$ cat src/rtl/pipe_ctrl.sv
// Five-stage pipeline control: ID decode, ID/EX -> EX/MEM -> MEM/WB control
// registers, load-use stall detection, branch flush and operand forwarding.
module pipe_ctrl #(
  parameter int REG_AW    = 5,
  parameter int FWD_EN    = 1,
  parameter int HAZARD_EN = 1
) (
  input  logic              clk_i,
  input  logic              rst_i,
  input  logic              start_i,
  input  logic [6:0]        op_i,
  input  logic [REG_AW-1:0] rs1_i,
  input  logic [REG_AW-1:0] rs2_i,
  input  logic [REG_AW-1:0] rd_i,
  input  logic              br_eq_i,
  output logic              stall_o,
  output logic              flush_o,
  output logic              illegal_o,
  output logic [1:0]        ex_alu_op_o,
  output logic              ex_alu_src_o,
  output logic [1:0]        fwd_a_o,
  output logic [1:0]        fwd_b_o,
  output logic              mem_read_o,
  output logic              mem_write_o,
  output logic              wb_reg_write_o,
  output logic              wb_mem_to_reg_o,
  output logic [REG_AW-1:0] wb_rd_o
);

  localparam logic [6:0] OP_RTYPE  = 7'b0110011;
  localparam logic [6:0] OP_ITYPE  = 7'b0010011;
  localparam logic [6:0] OP_LOAD   = 7'b0000011;
  localparam logic [6:0] OP_STORE  = 7'b0100011;
  localparam logic [6:0] OP_BRANCH = 7'b1100011;
  localparam logic [6:0] OP_NOP    = 7'b0000000;

  typedef struct packed {
    logic       reg_write;
    logic       mem_to_reg;
    logic       mem_read;
    logic       mem_write;
    logic [1:0] alu_op;
    logic       alu_src;
  } ctrl_t;

  ctrl_t dec;
  logic  dec_branch;

  ctrl_t             idex_ctrl;
  logic [REG_AW-1:0] idex_rs1, idex_rs2, idex_rd;
  logic              exmem_reg_write, exmem_mem_to_reg, exmem_mem_read, exmem_mem_write;
  logic [REG_AW-1:0] exmem_rd;
  logic              memwb_reg_write, memwb_mem_to_reg;
  logic [REG_AW-1:0] memwb_rd;

  always_comb begin
    dec        = '0;
    dec_branch = 1'b0;
    illegal_o  = 1'b0;
    unique case (op_i)
      OP_RTYPE:  dec = '{reg_write: 1'b1, mem_to_reg: 1'b0, mem_read: 1'b0, mem_write: 1'b0, alu_op: 2'b10, alu_src: 1'b0};
      OP_ITYPE:  dec = '{reg_write: 1'b1, mem_to_reg: 1'b0, mem_read: 1'b0, mem_write: 1'b0, alu_op: 2'b00, alu_src: 1'b1};
      OP_LOAD:   dec = '{reg_write: 1'b1, mem_to_reg: 1'b1, mem_read: 1'b1, mem_write: 1'b0, alu_op: 2'b00, alu_src: 1'b1};
      OP_STORE:  dec = '{reg_write: 1'b0, mem_to_reg: 1'b0, mem_read: 1'b0, mem_write: 1'b1, alu_op: 2'b01, alu_src: 1'b1};
      OP_BRANCH: begin
        dec        = '{reg_write: 1'b0, mem_to_reg: 1'b0, mem_read: 1'b0, mem_write: 1'b0, alu_op: 2'b11, alu_src: 1'b0};
        dec_branch = 1'b1;
      end
      OP_NOP:    dec = '0;
      default:   illegal_o = 1'b1;
    endcase
  end

  // x0 is hard-wired zero, so a load targeting it can never create a hazard.
  always_comb begin
    stall_o = 1'b0;
    if (HAZARD_EN != 0 && start_i && idex_ctrl.mem_read && idex_rd != '0 &&
        (idex_rd == rs1_i || idex_rd == rs2_i))
      stall_o = 1'b1;
  end

  assign flush_o = start_i & dec_branch & br_eq_i & ~stall_o;

  function automatic logic [1:0] fwd_sel(input logic [REG_AW-1:0] rs);
    if (exmem_reg_write && exmem_rd != '0 && exmem_rd == rs)
      return 2'b10;
    else if (memwb_reg_write && memwb_rd != '0 && memwb_rd == rs)
      return 2'b01;
    else
      return 2'b00;
  endfunction

  always_comb begin
    fwd_a_o = 2'b00;
    fwd_b_o = 2'b00;
    if (FWD_EN != 0) begin
      fwd_a_o = fwd_sel(idex_rs1);
      fwd_b_o = fwd_sel(idex_rs2);
    end
  end

  always_ff @(posedge clk_i or negedge rst_i) begin
    if (!rst_i) begin
      idex_ctrl        <= '0;
      idex_rs1         <= '0;
      idex_rs2         <= '0;
      idex_rd          <= '0;
      exmem_reg_write  <= 1'b0;
      exmem_mem_to_reg <= 1'b0;
      exmem_mem_read   <= 1'b0;
      exmem_mem_write  <= 1'b0;
      exmem_rd         <= '0;
      memwb_reg_write  <= 1'b0;
      memwb_mem_to_reg <= 1'b0;
      memwb_rd         <= '0;
    end else if (start_i) begin
      if (stall_o) begin
        idex_ctrl <= '0;
        idex_rs1  <= '0;
        idex_rs2  <= '0;
        idex_rd   <= '0;
      end else begin
        idex_ctrl <= dec;
        idex_rs1  <= rs1_i;
        idex_rs2  <= rs2_i;
        idex_rd   <= rd_i;
      end
      exmem_reg_write  <= idex_ctrl.reg_write;
      exmem_mem_to_reg <= idex_ctrl.mem_to_reg;
      exmem_mem_read   <= idex_ctrl.mem_read;
      exmem_mem_write  <= idex_ctrl.mem_write;
      exmem_rd         <= idex_rd;
      memwb_reg_write  <= exmem_reg_write;
      memwb_mem_to_reg <= exmem_mem_to_reg;
      memwb_rd         <= exmem_rd;
    end
  end

  assign ex_alu_op_o     = idex_ctrl.alu_op;
  assign ex_alu_src_o    = idex_ctrl.alu_src;
  assign mem_read_o      = exmem_mem_read;
  assign mem_write_o     = exmem_mem_write;
  assign wb_reg_write_o  = memwb_reg_write;
  assign wb_mem_to_reg_o = memwb_mem_to_reg;
  assign wb_rd_o         = memwb_rd;

endmodule

$ cat config.mk
export PLATFORM = sky130hd
export DESIGN_NAME = pipe_ctrl
export DESIGN_NICKNAME = d
export VERILOG_FILES = /design/src/rtl/pipe_ctrl.sv
export SDC_FILE = /design/constraint.sdc
export NUM_CORES = 1
export LEC_CHECK = 0
export CAP_MARGIN = 20
export CORE_MARGIN = 2
export CORE_UTILIZATION = 44
export CTS_BUF_LIST = sky130_fd_sc_hd__clkbuf_4 sky130_fd_sc_hd__clkbuf_8 sky130_fd_sc_hd__clkbuf_16
export CTS_CLUSTER_SIZE = 12
export DETAILED_ROUTE_END_ITERATION = 16
export GPL_ROUTABILITY_DRIVEN = 0
export PLACE_DENSITY = 0.72
export SYNTH_ARGS = -nofsm -noshare
export SYNTH_HDL_FRONTEND = slang
export SYNTH_SLANG_ARGS = --single-unit
$ cat constraint.sdc
create_clock -name clk_i -period 3.7 [get_ports clk_i]
set_input_delay 1.11 -clock clk_i [delete_from_list [all_inputs] [get_ports clk_i]]
set_output_delay 1.11 -clock clk_i [all_outputs]
set_load 0.01 [all_outputs]
Word-level counts from Yosys, hierarchy flattened
Index checks and enable logic that the tools add are counted.

storage, ports and cells
  flip-flop bits (word level) = 38
  input port bits = 26
  output and inout port bits = 19
  logic and storage cells = 59

cells by class
  eq/ne operators = 11
  multiplexer cells = 12
  bitwise logic cells = 4
  reduce and logical (&&, ||, !) cells = 15

operators with widths
  cell                  count
  $pmux W7 S5           1
  $eq A5 B5 Y1          6
  $mux W5               3
  $reduce_bool A5 Y1    3
  $eq A7 B6 Y1 const B  2
  $logic_and A1 B1 Y1   9
  $eq A7 B2 Y1 const B  1
  $eq A7 B5 Y1 const B  1
  $eq A7 B7 Y1 const B  1
  $logic_not A7 Y1      1
  $mux W7               1
  $reduce_or A6 Y1      1
  $mux W1               5
  $mux W2               2
  $and A1 B1 Y1         3
  $logic_or A1 B1 Y1    1
  $not A1 Y1            1

Longest topological paths before layout
Gate-level depths: netlist of the first run.

  depth after elaboration = 6
  depth in mapped cells = 6

Worst setup path before layout of the first run
No wires, ideal clock.

  path kind = input -> output
  start point = input port start_i
  end point = output port flush_o
  arrival time = 2.015 ns
  required time = 2.590 ns
  setup slack = 0.575 ns
  cell stages on the path = 5
  buffers on the path = 1
  cell sequence = buf_1 nand2_1 nor2_1 nand2_1 nor3_1

between the ends
  cells in the longest elaborated chain, start to end = 6
  elaborated cells between the ends (all ways) = 8

RTL lines
  what                               RTL line  RTL
  from (decl)                        10        input logic start_i,
  $logic_and A1 B1 Y1 (3 in series)  77        if (HAZARD_EN != 0 && start_i && idex_ctrl.mem_read && idex_rd != '0 &&
  $mux W1                            77
  $not A1 Y1                         82        assign flush_o = start_i & dec_branch & br_eq_i & ~stall_o;
  $and A1 B1 Y1 *                    82
  to (decl)                          17        output logic flush_o,

Every way passes the cells marked *; elsewhere a longest branch is shown, timed or not.

Worst setup path after layout of the first run
  start point = input port rs2_i[0]
  end point = output port flush_o

between the ends
  cells in the longest elaborated chain, start to end = 6

RTL lines
  what                 RTL line  RTL
  from (decl)          13        input logic [REG_AW-1:0] rs2_i,
  $eq A5 B5 Y1         78        (idex_rd == rs1_i || idex_rd == rs2_i))
  $logic_or A1 B1 Y1   78
  $logic_and A1 B1 Y1  77
  $mux W1              77
  $not A1 Y1           82
  $and A1 B1 Y1        82

Every way passes these cells.

==> summary.md, run 1 <==
| Metric | Value |
|---|---|
| Final setup fails | 0 |
| CTS max path bufs | 2 |
| Syn_area_per_cell | 11.1 um^2 |
| Root Buffer | clkbuf_8 |
| Worst Tran Pin Value | 526 ps |
| Worst slew margin | 0.650 |
| Max Used Layer | met4 |
| Static leakage | 0.00115 uW |
| Power Total | 986 uW |
| Initial antenna violation count | 0 |
| Net count, final | 254 |
| Initial core utilization | 0.464 |
| Layout cells sized above 1 | 0.227 |
| Clock skew | 6.82 ps |
| Period utilization | 0.975 |
| Worst slack at placement | -360 ps |
| Die height | 69.4 um |
| Clock Latency Late Sink | 280 ps |
| Post-synthesis cell type count | 27 |
| Hold WC Path Type | flip-flop to flip-flop |
| Endpoint class of the critical path | output port |
| Yosys top cell area share | 0.478 |
| Clock-pin slew of the registers on the worst-case setup and hold paths | 70 ps |
| Max VDD drop | 0.219 mV |
| Horiz. Die Dim | 69.4 um |
| Total track usage | 0.198 |
| Clk sink count | 36 |
| Avg WL per Cell | 16.1 um |
| Max-slew violations | 0 |
| Synth top area cells | dfrtp_1, xor2_1, mux2_2 |
| Synthesized net count | 195 |
| Final worst slack | 91.3 ps |
| Mapped Area | 0.00188 mm^2 |
| First-pass detailed-route iteration total | 4 |
| Routed Antenna Nets | 0 |
| Critical Path AT | 2500 ps |
| Non-filler cells, final | 279 |
| First DRT Iteration DRCs | 66 |
| Crit path max-delay family | buffers and inverters |
| Synth area leader | dfrtp_1 |
| Buf/Inv on CP | 3 |
| H-tree depth | 2 |
| RSZ-0062 raised after global routing | no |
| Cts bufs inserted | 5 |
| Final Hold Slack | 497 ps |
| Dpl hpwl | 3250 um |
| CP cell instances | clkdlybuf4s50_1, xor2_1, nor3_1, nand3_1, a21oi_4, buf_4, nor3_2, buf_2 |
| Largest net degree at the start of global routing | 38 |
| YS warnings | 0 |
| Minimum clock period | 3610 ps |
| Total wire length | 4500 um |
| Crit-path max FO | 3 |
| Critical Path Source Type | primary input |
| Status | complete, no violations |
| I/O Buffers | 44 |
| Core outline area | 0.00406 mm^2 |
| Hold_buf cts | 0 |
| FF+latch count, synth | 36 |
| Vias in the first global route | 1564 |
| Max stage delay on crit path | 440 ps |
| # placed instances | 268 |
| Slowest cell on crit path | clkdlybuf4s50_1 |
| Hold Fails Final Rpt | 0 |
| WL met3 | 282 um |
| Critical Path RT | 2590 ps |
| CP Class | primary input to output port |
| P per Cell Area | 382 mW/mm^2 |
| Full die area | 0.00482 mm^2 |
| Met2 wire len | 2110 um |
| IO Pins | 45 |
| Max Cap Violations | 0 |
| Site Rows | 23 |
| DR vias | 1478 |
| Grt total ovfl | 0 |
| Maximum clock rate | 277 MHz |
| Post-Syn Instances | 169 |
| Layout overhead on the synthesized area | 36.9% |
| DRC | 0 |
| Post-synthesis sequential area ratio | 0.478 |
| Post-Route M1 WL | 2020 um |
| Vias per cell | 5.30 |
| Diode count | 0 |
| First-pass GRT wire length | 7690 um |
| TritonCTS clock tree | done |
-- cells in the final DEF, fill, tap and decap left out, types with 5 or more instances in the layout --
master and n:
mux2i_1 15, xnor2_1 10, buf_4 18, clkdlybuf4s50_1 35, dfrtp_1 36, or4_1 7
mux2_2 15, nor2_1 17, o22ai_1 5, nand2_1 6, inv_1 5, clkbuf_8 6
xor2_1 20
-- path summary, 6_finish.rpt --
| check | startpoint | endpoint | slack [ps] | cells past startpoint |
|---|---|---|---|---|
| setup / recovery | rs2_i[0] | flush_o | 90 | 8 |
| hold / removal | idex_ctrl[6]$_DFFE_PN0P_ | idex_ctrl[6]$_DFFE_PN0P_ | 500 | 2 |
| setup reg to reg | idex_rd[1]$_DFFE_PN0P_ | idex_ctrl[6]$_DFFE_PN0P_ | 1590 | 7 |
| hold reg to reg | idex_ctrl[6]$_DFFE_PN0P_ | idex_ctrl[6]$_DFFE_PN0P_ | 500 | 2 |
| max in group asynchronous | rst_i | idex_ctrl[5]$_DFFE_PN0P_ | 2130 | 2 |
| min in group asynchronous | rst_i | idex_rs2[2]$_DFFE_PN0P_ | 1240 | 2 |
-- synthesized netlist by cell type --
cell type and instances:
inv_1 5, mux2i_1 15, nor2_1 17, nand3_1 5, or4_1 7, nor3_1 3
dfrtp_1 36, a21oi_1 1, clkbuf_1 2, nor4_1 3, o21ai_1 2, buf_4 2
nand4_1 1, buf_1 1, nor2b_1 2, o22ai_1 5, o211ai_2 1, xor2_1 21
nand2_1 6, nor4_2 1, mux2_2 15, nand2b_1 1, o41ai_2 1, buf_2 4
o32ai_1 1, xnor2_1 10, a21oi_2 1
-- routing by layer --
metal  GRT usage  vias up
li1            -      700
met1       0.262      717
met2       0.322       52
met3      0.0567        9
met4      0.0501        0
met5           0        -
-- final cells by class --
type / count / area, um^2
Clock buffer: 6 / 82.6
Clock inverter: 2 / 10.0
Fill cell: 335 / 1480
Inverter: 5 / 18.8
Multi-Input combinational cell: 119 / 948
Sequential cell: 36 / 901
Tap cell: 50 / 62.6
Timing Repair Buffer: 61 / 556
-- repair_timing --
item	in CTS	in global routing
setup buffers	3	0
pin swaps	5	6
setup endpoints to repair	3	4
gates resized for setup	11	8
-- power breakdown --
part           internal (uW)  switching, uW
combinational            121           82.7
sequential               431           62.1
clock                    149            141
total                    701            285
-- stage by stage --
step                      utilization  TNS [ps]  area [um^2]
after floorplan                     -         0         1880
after global placement          0.602      -740         2440
after detailed placement        0.602      -895         2440
after CTS                       0.632         0         2570
after global routing            0.636         0         2580
final                           0.636         0         2580
-- worst min-delay path: stages, from the launching register on --
cell      delay (ps)
dfrtp_1          350
nand2b_1          70
o41ai_2           50
-- cell families (layout without fill, tap and decap cells) --
group,count (synthesis),count (layout),share of synthesized area
simple gates,46,46,0.125
flops,36,36,0.478
xor+xnor,31,31,0.144
mux,30,30,0.169
buf+inv,14,74,0.0345
compound gates,12,12,0.0491
No activity file was read; power rests on OpenSTA's default activity.
==> run 2, diff against run 1 <==
--- a/config.mk
+++ b/config.mk
@@ -13,6 +13,7 @@
 export DETAILED_ROUTE_END_ITERATION = 16
 export GPL_ROUTABILITY_DRIVEN = 0
 export PLACE_DENSITY = 0.72
+export SLEW_MARGIN = 20
 export SYNTH_ARGS = -nofsm -noshare
 export SYNTH_HDL_FRONTEND = slang
 export SYNTH_SLANG_ARGS = --single-unit
==> results of run 2 <==
No change in the layout: final DEF, timing and power equal those of run 1.
==> run 3, diff against run 2 <==
--- a/config.mk
+++ b/config.mk
@@ -5,14 +5,16 @@
 export SDC_FILE = /design/constraint.sdc
 export NUM_CORES = 1
 export LEC_CHECK = 0
-export CAP_MARGIN = 20
+export CAP_MARGIN = 5
 export CORE_MARGIN = 2
 export CORE_UTILIZATION = 44
 export CTS_BUF_LIST = sky130_fd_sc_hd__clkbuf_4 sky130_fd_sc_hd__clkbuf_8 sky130_fd_sc_hd__clkbuf_16
 export CTS_CLUSTER_SIZE = 12
 export DETAILED_ROUTE_END_ITERATION = 16
 export GPL_ROUTABILITY_DRIVEN = 0
+export GPL_TIMING_DRIVEN = 0
 export PLACE_DENSITY = 0.72
+export SETUP_SLACK_MARGIN = 0.1
 export SLEW_MARGIN = 20
 export SYNTH_ARGS = -nofsm -noshare
 export SYNTH_HDL_FRONTEND = slang
==> run 3 against run 2 <==
Wire length decreased by 0.56%. Critical path type unchanged. Clock-buffer cell count is 2 higher. Largest cell class unchanged. Utilization down 0.99 points.
==> summary.md, run 3 (synthesis gave the netlist of run 1 again) <==
| Metric | Value |
|---|---|
| Status | complete, no violations |
| Cell area after layout | 0.00254 mm^2 (-1.6%) |
| P_int | 714 uW (+1.9%) |
| Hold Fails Final Rpt | 0 (unchanged) |
| Max Cap Violations | 0 (unchanged) |
| Worst Hold Launch | idex_ctrl[6]$_DFFE_PN0P_ |
| Layout overhead on the synthesized area | 34.7% |
| Site Rows | 23 (unchanged) |
| H-tree depth | 2 (unchanged) |
| # placed instances | 263 (-1.9%) |
| Diode count | 0 (unchanged) |
| TritonCTS clock tree | done |
| Met2 wire len | 2200 um (+4.2%) |
| Max Used Layer | met4 |
| Slowest cell on crit path | clkdlybuf4s50_1 |
| Power Total | 989 uW (+0.30%) |
| Net count, final | 249 (-2.0%) |
| Maximum clock rate | 284 MHz (+2.4%) |
| Die height | 69.4 um (unchanged) |
| R2r setup slk | 1710 ps (+120 ps) |
| Final worst slack | 175 ps (+83.3 ps) |
| Worst Setup EP | stall_o |
| Clock skew | 3.28 ps (-3.54 ps) |
| Core outline area | 0.00406 mm^2 (unchanged) |
| Non-filler cells, final | 274 (-1.8%) |
| Total wire length | 4470 um (-0.56%) |
| Clk pwr share | 0.302 (+0.009) |
| Routed Antenna Nets | 0 (unchanged) |
| CP cell instances | clkdlybuf4s50_1, xnor2_1, nand3_1, a21oi_4, buf_6, clkdlybuf4s15_2 |
| Area of placed instances | 0.00239 mm^2 (-2.0%) |
| Clock-pin slew of the registers on the worst-case setup and hold paths | 60 ps (about the same) |
| Static leakage | 0.00113 uW (-2.1%) |
| Max VDD drop | 0.190 mV (-13%) |
| I/O Buffers | 43 (-2.3%) |
| Critical Path Source Type | primary input |
| Minimum clock period | 3530 ps (-83.3 ps) |
| Worst Tran Pin Value | 630 ps (+104 ps) |
| Initial core utilization | 0.464 (unchanged) |
| Worst R2R End | idex_ctrl[5]$_DFFE_PN0P_ |
| Hold_buf cts | 0 (unchanged) |
| Max-slew violations | 0 (unchanged) |
| Worst Reg-to-Reg Cells | 7 (unchanged) |
| CTS max path bufs | 2 (unchanged) |
| IO Pins | 45 (unchanged) |
| Layout cells sized above 1 | 0.205 (-0.0217) |
| Endpoint class of the critical path | output port |
| Cts bufs inserted | 5 (unchanged) |
| Worst slack at placement | -634 ps (-274 ps) |
| Initial antenna violation count | 0 (unchanged) |
| Root Buffer | clkbuf_8 |
| DRC | 0 (unchanged) |
| Total track usage | 0.199 (+0.00111) |
| RSZ-0062 raised after global routing | no |
| Grt total ovfl | 0 (unchanged) |
| Vias in the first global route | 1528 (-2.3%) |
| WL met3 | 201 um (-29%) |
| CP Class | primary input to output port |
| First DRT Iteration DRCs | 55 (-17%) |
| Horiz. Die Dim | 69.4 um (unchanged) |
| Critical Path AT | 2420 ps (-80 ps) |
| Critical Path RT | 2590 ps (about the same) |
| Worst r2r src | idex_rd[1]$_DFFE_PN0P_ |
| DR vias | 1453 (-1.7%) |
| Period utilization | 0.953 (-0.0225) |
| Logic pwr share | 0.200 (-0.006) |
| First-pass GRT wire length | 7520 um (-2.1%) |
| P per Cell Area | 389 mW/mm^2 (+1.9%) |
| Final setup fails | 0 (unchanged) |
| Full die area | 0.00482 mm^2 (unchanged) |
| Worst slew margin | 0.580 (-0.0696) |
| First-pass detailed-route iteration total | 4 (unchanged) |
| Clk sink count | 36 (unchanged) |
| Vias per cell | 5.30 (+0.10%) |
| Switch share | 0.278 (-0.0116) |
| Crit. Startpoint | rs2_i[2] |
| Largest net degree at the start of global routing | 28 (-26%) |
| Max stage delay on crit path | 510 ps (+70 ps) |
| Most frequent cells in the layout | dfrtp_1, clkdlybuf4s50_1, xor2_1 |
| Avg WL per Cell | 16.3 um (+1.3%) |
| Dpl hpwl | 3350 um (+3.4%) |
| Hold WC Path Type | flip-flop to flip-flop |
| Sequential power share | 0.499 (-0.002) |
| Commonest non-fill, non-tap cell in the layout | dfrtp_1 |
| Net Switching | 275 uW (-3.7%) |
| Clock Latency Late Sink | 290 ps (about the same) |
| Post-Route M1 WL | 2000 um (-1.2%) |
| Crit-path max FO | 2 (-1) |
[run 3: cell types whose count changed in the layout (fill, tap and decap cells not counted), moves of 2 or more]
cell / previous run / this run
clkbuf_1: 0 / 2
buf_6: 0 / 2
clkbuf_4: 0 / 2
buf_2: 2 / 6
dlygate4sd2_1: 2 / 7
buf_4: 18 / 5
clkdlybuf4s50_1: 35 / 29
clkinv_2: 2 / 0
[run 3: power groups by stage]
stage                     clock, uW  combinational [uW]  sequential (uW)
after floorplan                   0                 111              487
after global placement            0                 191              497
after detailed placement          0                 199              500
after CTS                       307                 199              493
after global routing            320                 217              501
final                           298                 198              493
[run 3: what timing repair did]
action                     CTS  global route
setup endpoints to repair    3             5
pin swaps                    6             5
setup buffers                3             0
gates resized for setup     24             7
[run 3: metrics by stage]
stage	hold slack [ps]	setup TNS (ps)	util
6_report	496	0	0.626
5_1_grt	519	0	0.626
4_1_cts	501	0	0.620
3_5_place_dp	483	-1450	0.590
3_3_place_gp	480	-1360	0.586
2_1_floorplan	451	0	-
[run 3: worst max-delay path, delay by kind of cell]
family / cells / cell delay [ps]
xor gates and xnor gates: 1 / 130
buffers and inverters: 3 / 840
AOI/OAI and AO/OA: 1 / 180
and+or+nand+nor: 1 / 170
[run 3: how the worst min path moves through the flow]
stage	end	slack [ps]	cells past startpoint
after floorplan	idex_ctrl[6]$_DFFE_PN0P_	450	2
after global placement	idex_ctrl[6]$_DFFE_PN0P_	480	2
after detailed placement	idex_ctrl[6]$_DFFE_PN0P_	480	2
after CTS	idex_ctrl[6]$_DFFE_PN0P_	500	2
after global routing	idex_ctrl[6]$_DFFE_PN0P_	520	2
final	idex_ctrl[6]$_DFFE_PN0P_	500	2
[run 3: layout make-up]
cell class	count	area [um^2]
Fill cell	325	1520
Multi-Input combinational cell	119	940
Sequential cell	36	902
Timing Repair Buffer	47	458
Clock buffer	8	97.6
Tap cell	50	62.6
Buffer	9	60.1
Inverter	5	18.8
[run 3: per-layer routing]
| metal | up-vias | GRT usage |
|---|---|---|
| met4 | 0 | 0.0697 |
| met5 | - | 0 |
| met1 | 707 | 0.254 |
| met2 | 43 | 0.331 |
| met3 | 8 | 0.0480 |
| li1 | 695 | - |
